`src/rtl/cu_pkg.sv`:
```
// Shared types and encodings for the instruction sequencer and its decoder.
package cu_pkg;

    localparam int unsigned INSTR_W = 16;
    localparam int unsigned REG_W   = 3;

    typedef struct packed {
        logic [2:0] a;
        logic [2:0] b;
        logic [2:0] d;
        logic [3:0] f;
        logic [2:0] h;
    } ctrl_word_t;

    typedef enum logic [3:0] {
        OP_NOP  = 4'h0,
        OP_LOAD = 4'h1,
        OP_MOV  = 4'h2,
        OP_ADD  = 4'h3,
        OP_SUB  = 4'h4,
        OP_AND  = 4'h5,
        OP_OR   = 4'h6,
        OP_XOR  = 4'h7,
        OP_SHL  = 4'h8,
        OP_SHR  = 4'h9,
        OP_SWAP = 4'hA,
        OP_CMP  = 4'hB,
        OP_CMOV = 4'hC,
        OP_RSVD = 4'hD,
        OP_ILL0 = 4'hE,
        OP_ILL1 = 4'hF
    } op_e;

    typedef enum logic [1:0] {
        S_RUN  = 2'd0,
        S_SW1  = 2'd1,
        S_SW2  = 2'd2,
        S_WAIT = 2'd3
    } state_e;

    typedef enum logic [1:0] {
        MC_NONE = 2'd0,
        MC_SWAP = 2'd1,
        MC_CMOV = 2'd2
    } mc_e;

    localparam logic [3:0] F_PASSA = 4'd0;
    localparam logic [3:0] F_ADD   = 4'd1;
    localparam logic [3:0] F_SUB   = 4'd2;
    localparam logic [3:0] F_AND   = 4'd3;
    localparam logic [3:0] F_OR    = 4'd4;
    localparam logic [3:0] F_XOR   = 4'd5;

    localparam logic [2:0] H_NONE = 3'd0;
    localparam logic [2:0] H_SHL  = 3'd1;
    localparam logic [2:0] H_SHR  = 3'd2;

    // Register-to-register move: dst <- src through the ALU pass-through.
    function automatic ctrl_word_t mov_word(input logic [2:0] src, input logic [2:0] dst);
        ctrl_word_t w;
        w.a = src;
        w.b = 3'd0;
        w.d = dst;
        w.f = F_PASSA;
        w.h = H_NONE;
        return w;
    endfunction

endpackage

```
`src/rtl/cu_decoder.sv`:
```
// Combinational decode of op/rd/ra/rb into the first control word and sequencing kind.
module cu_decoder
    import cu_pkg::*;
#(
    parameter logic [2:0] TEMP_REG = 3'd7
) (
    input  logic [12:0] i_instr_hi,
    output ctrl_word_t  o_word,
    output logic        o_valid,
    output mc_e         o_kind,
    output logic        o_illegal
);

    op_e        w_op;
    logic [2:0] w_rd;
    logic [2:0] w_ra;
    logic [2:0] w_rb;

    assign w_op = op_e'(i_instr_hi[12:9]);
    assign w_rd = i_instr_hi[8:6];
    assign w_ra = i_instr_hi[5:3];
    assign w_rb = i_instr_hi[2:0];

    always_comb begin
        o_word    = '0;
        o_valid   = 1'b0;
        o_kind    = MC_NONE;
        o_illegal = 1'b0;
        case (w_op)
            OP_LOAD: begin o_word = mov_word(3'd0, w_rd); o_valid = 1'b1; end
            OP_MOV:  begin o_word = mov_word(w_ra, w_rd); o_valid = 1'b1; end
            OP_ADD:  begin o_word = '{w_ra, w_rb, w_rd, F_ADD, H_NONE}; o_valid = 1'b1; end
            OP_SUB:  begin o_word = '{w_ra, w_rb, w_rd, F_SUB, H_NONE}; o_valid = 1'b1; end
            OP_AND:  begin o_word = '{w_ra, w_rb, w_rd, F_AND, H_NONE}; o_valid = 1'b1; end
            OP_OR:   begin o_word = '{w_ra, w_rb, w_rd, F_OR,  H_NONE}; o_valid = 1'b1; end
            OP_XOR:  begin o_word = '{w_ra, w_rb, w_rd, F_XOR, H_NONE}; o_valid = 1'b1; end
            OP_SHL:  begin o_word = '{w_ra, 3'd0, w_rd, F_PASSA, H_SHL}; o_valid = 1'b1; end
            OP_SHR:  begin o_word = '{w_ra, 3'd0, w_rd, F_PASSA, H_SHR}; o_valid = 1'b1; end
            OP_CMP:  begin o_word = '{w_ra, w_rb, 3'd0, F_SUB, H_NONE}; o_valid = 1'b1; end
            OP_SWAP: begin
                o_word  = mov_word(w_ra, TEMP_REG);
                o_valid = 1'b1;
                o_kind  = MC_SWAP;
            end
            OP_CMOV: o_kind = MC_CMOV;
            OP_ILL0, OP_ILL1: o_illegal = 1'b1;
            default: ;
        endcase
    end

endmodule

```
`src/rtl/unidad_control.sv`:
```
// Instruction sequencer: accepts instructions and expands them into datapath control words.
module unidad_control
    import cu_pkg::*;
#(
    parameter logic [2:0]  TEMP_REG = 3'd7,
    parameter int unsigned CNT_W    = 8
) (
    input  logic             i_clock,
    input  logic             i_reset_n,
    input  logic             i_instr_valid,
    output logic             o_instr_ready,
    input  logic [15:0]      i_instr,
    input  logic [3:0]       i_flags_in,
    output logic [15:0]      o_ctrl_word,
    output logic             o_ctrl_valid,
    output logic             o_busy,
    output logic             o_illegal_op,
    output logic [CNT_W-1:0] o_retired
);

    state_e     r_state;
    ctrl_word_t r_word;
    logic       r_valid;
    logic       r_illegal;
    logic [CNT_W-1:0] r_retired;
    logic [2:0] r_rd;
    logic [2:0] r_ra;
    logic [2:0] r_cnd;

    ctrl_word_t w_dec_word;
    logic       w_dec_valid;
    mc_e        w_dec_kind;
    logic       w_dec_illegal;

    state_e     w_state_nxt;
    ctrl_word_t w_word_nxt;
    logic       w_valid_nxt;
    logic       w_retire;
    logic       w_illegal_nxt;
    logic [2:0] w_rd_nxt;
    logic [2:0] w_ra_nxt;
    logic [2:0] w_cnd_nxt;
    logic       w_cond;

    cu_decoder #(.TEMP_REG(TEMP_REG)) u_dec (
        .i_instr_hi (i_instr[15:3]),
        .o_word     (w_dec_word),
        .o_valid    (w_dec_valid),
        .o_kind     (w_dec_kind),
        .o_illegal  (w_dec_illegal)
    );

    // Condition for CMOV: selected flag, optionally inverted by cnd[2].
    assign w_cond = i_flags_in[r_cnd[1:0]] ^ r_cnd[2];

    always_comb begin
        w_state_nxt   = r_state;
        w_word_nxt    = '0;
        w_valid_nxt   = 1'b0;
        w_retire      = 1'b0;
        w_illegal_nxt = r_illegal;
        w_rd_nxt      = r_rd;
        w_ra_nxt      = r_ra;
        w_cnd_nxt     = r_cnd;
        case (r_state)
            S_RUN: begin
                if (i_instr_valid) begin
                    w_rd_nxt  = i_instr[11:9];
                    w_ra_nxt  = i_instr[8:6];
                    w_cnd_nxt = i_instr[2:0];
                    if (w_dec_illegal) begin
                        w_illegal_nxt = 1'b1;
                    end else begin
                        w_word_nxt  = w_dec_word;
                        w_valid_nxt = w_dec_valid;
                        case (w_dec_kind)
                            MC_SWAP: w_state_nxt = S_SW1;
                            MC_CMOV: w_state_nxt = S_WAIT;
                            default: w_retire    = 1'b1;
                        endcase
                    end
                end
            end
            S_SW1: begin
                w_word_nxt  = mov_word(r_rd, r_ra);
                w_valid_nxt = 1'b1;
                w_state_nxt = S_SW2;
            end
            S_SW2: begin
                w_word_nxt  = mov_word(TEMP_REG, r_rd);
                w_valid_nxt = 1'b1;
                w_retire    = 1'b1;
                w_state_nxt = S_RUN;
            end
            S_WAIT: begin
                if (w_cond) begin
                    w_word_nxt  = mov_word(r_ra, r_rd);
                    w_valid_nxt = 1'b1;
                end
                w_retire    = 1'b1;
                w_state_nxt = S_RUN;
            end
            default: w_state_nxt = S_RUN;
        endcase
    end

    always_ff @(posedge i_clock or negedge i_reset_n) begin
        if (!i_reset_n) begin
            r_state   <= S_RUN;
            r_word    <= '0;
            r_valid   <= 1'b0;
            r_illegal <= 1'b0;
            r_retired <= '0;
            r_rd      <= 3'd0;
            r_ra      <= 3'd0;
            r_cnd     <= 3'd0;
        end else begin
            r_state   <= w_state_nxt;
            r_word    <= w_word_nxt;
            r_valid   <= w_valid_nxt;
            r_illegal <= w_illegal_nxt;
            r_rd      <= w_rd_nxt;
            r_ra      <= w_ra_nxt;
            r_cnd     <= w_cnd_nxt;
            if (w_retire) begin
                r_retired <= r_retired + CNT_W'(1);
            end
        end
    end

    assign o_instr_ready = (r_state == S_RUN);
    assign o_busy        = (r_state != S_RUN);
    assign o_ctrl_word   = r_word;
    assign o_ctrl_valid  = r_valid;
    assign o_illegal_op  = r_illegal;
    assign o_retired     = r_retired;

endmodule

```
`config.mk`:
```
export PLATFORM = sky130hd
export DESIGN_NAME = unidad_control
export DESIGN_NICKNAME = d
export VERILOG_FILES = /design/src/rtl/cu_pkg.sv /design/src/rtl/cu_decoder.sv /design/src/rtl/unidad_control.sv
export SDC_FILE = /design/constraint.sdc
export NUM_CORES = 1
export LEC_CHECK = 0
export ABC_AREA = 1
export BUFFER_PORTS_ARGS = -buffer_cell sky130_fd_sc_hd__buf_2
export CORE_ASPECT_RATIO = 1.75
export CORE_UTILIZATION = 55
export CTS_BUF_LIST = sky130_fd_sc_hd__clkbuf_16
export CTS_CLUSTER_SIZE = 10
export DETAILED_ROUTE_END_ITERATION = 10
export GPL_ROUTABILITY_DRIVEN = 0
export PLACE_DENSITY = 0.84
export SYNTH_ARGS = -nofsm -noshare
export SYNTH_HDL_FRONTEND = slang
export SYNTH_SLANG_ARGS = --single-unit
export TNS_END_PERCENT = 100
```
`constraint.sdc`:
```
create_clock -name i_clock -period 2.78 [get_ports i_clock]
set_input_delay 0.556 -clock i_clock [delete_from_list [all_inputs] [get_ports i_clock]]
set_output_delay 0.556 -clock i_clock [all_outputs]
set_load 0.01 [all_outputs]
```
Yosys cells after proc, flatten, opt, wreduce, memory -nomap -nowiden
Cells that the tools add are included.
{"block": "totals", "regBits": 37, "in_bits": 23, "output_inout_bits": 28, "word_cells": 69}
{"block": "classes", "add_sub_neg": 1, "order_cmp": 1, "eq_ne": 22, "n_mux": 22, "bitwise_logic": 1, "reduce_logical": 10}
{"operator": "one-hot mux 16 bit (11 select lines)", "n": 1}
{"operator": "one-hot mux 16 bit (4 select lines)", "n": 1}
{"operator": "two-way mux 16 bit", "n": 3}
{"operator": "equality test 4 bit, second input constant", "n": 7}
{"operator": "equality test 4 x 3 -> 1 bit, second input constant", "n": 4}
{"operator": "OR reduction 11 bit", "n": 1}
{"operator": "two-way mux 1 bit", "n": 9}
{"operator": "adder 8 x 1 -> 8 bit, second input constant", "n": 1}
{"operator": "equality test 4 x 2 -> 1 bit, second input constant", "n": 2}
{"operator": "one-hot mux 2 bit (2 select lines)", "n": 2}
{"operator": "OR reduction 2 bit", "n": 4}
{"operator": "equality test 2 bit, second input constant", "n": 3}
{"operator": "one-hot mux 2 bit (3 select lines)", "n": 1}
{"operator": "AND reduction 3 bit", "n": 2}
{"operator": "equality test 2 x 1 -> 1 bit, second input constant", "n": 2}
{"operator": "equality test 4 x 1 -> 1 bit, second input constant", "n": 1}
{"operator": "two-way mux 2 bit", "n": 2}
{"operator": "!= test 2 bit, second input constant", "n": 2}
{"operator": "less-than comparator 2 x 3 -> 1 bit, second input constant", "n": 1}
{"operator": "!= test 3 x 1 -> 1 bit, second input constant", "n": 1}
{"operator": "one-hot mux 1 bit (3 select lines)", "n": 1}
{"operator": "binary-select mux 1 bit (select 2 bit)", "n": 1}
{"operator": "logical NOT 2 bit", "n": 1}
{"operator": "one-hot mux 1 bit (2 select lines)", "n": 1}
{"operator": "3 further kinds", "n": 3}

Logic depth before layout (Yosys ltp)
{"block": "logic_depth", "word_depth": 8, "mapped_depth": 13, "ltp_nobuf": 12}

Cells and area by module
A second synthesis with hierarchy kept.
{"block": "unflattened", "hier_cells": 256, "area_unflattened_um2": 2113.3}
{"mod": "unidad_control", "instances": 1, "cells_per_inst": 195, "area_per_inst_um2": 1794.2, "seq_area_each_um2": 925.9}
{"mod": "cu_decoder", "instances": 1, "cells_per_inst": 61, "area_per_inst_um2": 319.1, "seq_area_each_um2": 0.0}

Worst setup path after synthesis
No wires, ideal clock.
{"block": "synth_timing", "path_kind": "in2reg", "startpoint": "input i_instr[13]", "endpoint": "register r_retired[5] (netlist: o_retired[5])", "setup_time_ns": 0.126, "arrival_ns": 1.717, "required_ns": 2.654, "slack_ns": 0.937, "cell_stages": 12, "n_path_buf": 1, "path_cell_list": "buf_2 inv_1 nor2_1 nand2_1 inv_1 ha_1 nand3_2 nand3_2 nand2_4 clkinv_4 nand2_1 o21ai_0"}
{"block": "synth_via", "elab_chain_cells": 8, "elab_cells_between_ends": 14}
{"item": "from (decl)", "line": "unidad_control.sv:12", "source": "input logic [15:0] i_instr,"}
{"item": "equality test 4 bit", "line": "cu_decoder.sv:29", "source": "case (w_op)"}
{"item": "one-hot mux 2 bit (2 select lines)", "line": "cu_decoder.sv:29"}
{"item": "equality test 2 bit / equality test 2 x 1 -> 1 bit (equally long branches)", "line": "unidad_control.sv:76", "source": "case (w_dec_kind)"}
{"item": "OR reduction 2 bit (no line)"}
{"item": "two-way mux 1 bit", "line": "unidad_control.sv:76"}
{"item": "two-way mux 1 bit *", "line": "unidad_control.sv:71", "source": "if (w_dec_illegal) begin"}
{"item": "two-way mux 1 bit *", "line": "unidad_control.sv:67", "source": "if (i_instr_valid) begin"}
{"item": "one-hot mux 1 bit (2 select lines) *", "line": "unidad_control.sv:65", "source": "case (r_state)"}
{"item": "to (signal assigned)", "line": "unidad_control.sv:126", "source": "r_retired <= r_retired + CNT_W'(1);"}
{"item": "to (decl)", "line": "unidad_control.sv:25", "source": "logic [CNT_W-1:0] r_retired;"}
Mark *: on every way between the ends. The rest lies on a longest branch, timed or not.
A chain may end at the register's enable or synchronous reset.

Final worst setup path
{"block": "layout_timing", "startpoint": "register r_state[0]", "endpoint": "output o_busy"}
{"block": "layout_via", "elab_chain_cells": 1}
{"item": "from (decl)", "line": "unidad_control.sv:21", "source": "state_e r_state;"}
{"item": "from (signal assigned)", "line": "unidad_control.sv:118", "source": "r_state <= w_state_nxt;"}
{"item": "nonzero test 2 bit", "line": "unidad_control.sv:132", "source": "assign o_busy = (r_state != S_RUN);"}
{"item": "to (decl)", "line": "unidad_control.sv:16", "source": "output logic o_busy,"}
No other way between the ends.

==> flow_metrics.py <==
metrics = {
    "flow_run": {
        "drv_cap": 0,
    },
    "run_status": {
        "status": "completed",
    },
    "clocking": {
        "cts_inserted_buffers": 5,
        "clk_pin_slew_ps": 50,
        "ctsLongestPathBuffers": 2,
        "cts.repair.resized": 0,
        "cts_setup_buffers": 0,
        "cts_sinks": 35,
        "clk_latency_ps": 270,
        "htreeDepth": 2,
        "cts-root-buf": "clkbuf_16",
        "cts_tree": "done",
        "cts-hold-fix-buffers": 0,
    },
    "routing": {
        "drt_iter0_markers": 22,
        "viasPerCell": 5.04,
        "wl_per_cell_um": 12.1,
        "postRouteAntennaNets": 0,
        "wirelength_um": 3770,
        "dr.pass1.iters": 4,
        "drc": 0,
        "via_count": 1573,
    },
    "logic_synthesis": {
        "synth-adder-area-share_pct": 4.90,
        "yosysWarnings": 0,
        "ys_seq_elements": 35,
        "synth_top_family_by_area": "simple AND/OR/NAND/NOR gates",
        "synth-compound-area-share_pct": 8.33,
        "synth_area_leaders": "dfrtp_1 (49%), nand2_1 (13%), ha_1 (4.9%)",
        "ys_types": 27,
        "synth_top_cell_by_area": "dfrtp_1",
        "synth.top_cell.area_share_pct": 49.0,
        "synthCells": 219,
        "synth_simple_gate_area_share_pct": 27.2,
        "ys_seq_area_share_pct": 49.0,
        "synthesis.area_um2": 1790,
        "synthMuxAreaShare_pct": 0,
        "synth_xor_area_share_pct": 2.45,
        "syn_avg_cell_area_um2": 8.16,
    },
    "floorplanning": {
        "rows": 27,
        "die_y_um": 77.4,
        "initial_core_util_pct": 57.5,
        "dieArea_um2": 3490,
        "io_pins": 51,
        "core-area_um2": 3110,
        "die_x_um": 45.1,
    },
    "layout": {
        "fillers": 299,
        "final_common_cell": "nand2_1",
        "drive_gt1_share_pct": 23.0,
        "mostFrequentLayoutCells": "nand2_1 (63), buf_2 (48), dfrtp_1 (35)",
        "antenna_cells": 0,
        "nNetsFinal": 300,
        "area_growth_pct": 21.9,
    },
    "global_route": {
        "grt_pass1_vias": 1657,
        "grt_max_degree": 36,
        "grt_antenna_before_repair": 0,
        "grt-ovfl-total": 0,
        "grt_first_pass_wirelength_um": 6540,
        "grtUsageTotal_pct": 25.7,
    },
    "sta": {
        "hold_viol_final": 0,
        "min_period_ps": 2150,
        "slew_viol_final": 0,
        "relSlewSlack_pct": 49.4,
        "rsz0062_at_grt": "false",
        "period_share_pct": 77.3,
        "fmax_ghz": 0.466,
        "finalClockSkew_ps": 4.79,
        "setup-tns-final_ps": 0,
        "worst_pin_slew_ps": 759,
        "setup_viol_count_final": 0,
    },
    "critical_path": {
        "cp-start-kind": "flop",
        "crit_required_ps": 2220,
        "crit_path_max_fanout": 8,
        "crit_path_end_kind": "primary output",
        "critPathKind": "flop to primary output",
        "worstPathArrival_ps": 1590,
    },
    "hold_path": {
        "hp-class": "primary input to async pin",
    },
    "power": {
        "finalPower_mw": 2.08,
        "vdd_drop_max_mv": 0.543,
        "p_leak_nw": 1.20,
        "powerDensity_nw_per_um2": 954,
    },
    "placement": {
        "io_buffers": 48,
        "hpwl_um": 2920,
    },
}
logic make-up after synthesis:
family                   count (synthesis)
AO/OA/AOI/OAI                           29
XOR/XNOR                                 5
adder cells (fa/ha/maj)                  7
buffers and inverters                   32
flip-flops                              35
other                                    1
AND/OR/NAND/NOR                        110
cell type report:
class / instances / area [µm²] / share of cell area (%)
clock buffers: 5 / 125 / 5.74
repair buffers: 48 / 240 / 11.0
clock inverters: 1 / 3.75 / 0.172
inverters: 27 / 106 / 4.88
flip-flops and latches: 35 / 876 / 40.2
well taps: 43 / 53.8 / 2.47
multi-input cells: 153 / 774 / 35.5
where the power goes:
| part | total, mW | internal, mW | switching [mW] |
|---|---|---|---|
| Combinational | 0.792 | 0.282 | 0.510 |
| Clock | 0.500 | 0.317 | 0.183 |
| Sequential | 0.787 | 0.683 | 0.104 |
state kept, by name, indices dropped and copies added, names as in the netlist:
| register | count |
|---|---|
| o_ctrl_valid | 1 |
| o_ctrl_word | 14 |
| o_illegal_op | 1 |
| o_retired | 8 |
| r_cnd | 3 |
| r_ra | 3 |
| r_rd | 3 |
| r_state | 2 |
worst max-delay path, stage by stage, from the launching register on:
cell and delay (ps):
dfrtp_1 400, inv_1 110, ha_1 330, clkinv_1 270
buf_2 210
cell usage after synthesis:
cell type and number:
clkbuf_1 1, nand3_2 3, clkinv_1 1, o21bai_1 1, xor2_1 3, ha_1 7
nor2_1 18, buf_6 1, buf_2 1, buf_4 2, nand2_4 1, inv_1 23
xnor2_1 2, nand2_1 63, clkinv_4 1, o21ai_0 17, a21oi_1 10, nand4_1 3
a31oi_1 1, dfrtp_1 35, nand3_1 9, inv_2 2, nand3b_1 1, nand2_2 2
conb_1 1, nor3b_1 3, nor3_1 7
per-layer routing:
layer  part of all wire [%]  GRT usage (%)  up-vias
li1                       -              -      789
met1                     37           25.3      709
met2                     55           45.5       58
met3                    3.8           4.42       17
met4                    4.3           16.7        0
met5                      0              0        -
through the flow:
| stage | utilization [%] | worst slack (ps) | hold WS [ps] | area (µm²) | instances |
|---|---|---|---|---|---|
| detailed placement | 66.0 | 773 | 464 | 2050 | 306 |
| global placement | 66.0 | 860 | 468 | 2050 | 306 |
| finish | 70.1 | 632 | 356 | 2180 | 312 |
| global route | 70.1 | 546 | 434 | 2180 | 312 |
| CTS | 70.1 | 640 | 385 | 2180 | 312 |
| floorplan | - | 937 | 260 | 1790 | 220 |
final timing paths:
kind | slack (ps) | startpoint | depth (start not counted) | to
max | 630 | r_state[0]$_DFFE_PN0P_ | 4 | o_busy
min | 360 | i_reset_n | 1 | r_ra[1]$_DFFE_PN0P_
max reg2reg | 840 | r_state[0]$_DFFE_PN0P_ | 11 | o_retired[3]$_DFFE_PN0P_
min reg2reg | 480 | o_illegal_op$_DFFE_PN0P_ | 1 | o_illegal_op$_DFFE_PN0P_
max in group asynchronous | 1940 | i_reset_n | 1 | o_ctrl_word[4]$_DFF_PN0_
min in group i_clock | 480 | o_illegal_op$_DFFE_PN0P_ | 1 | o_illegal_op$_DFFE_PN0P_
(Power assumes the default switching activity.)
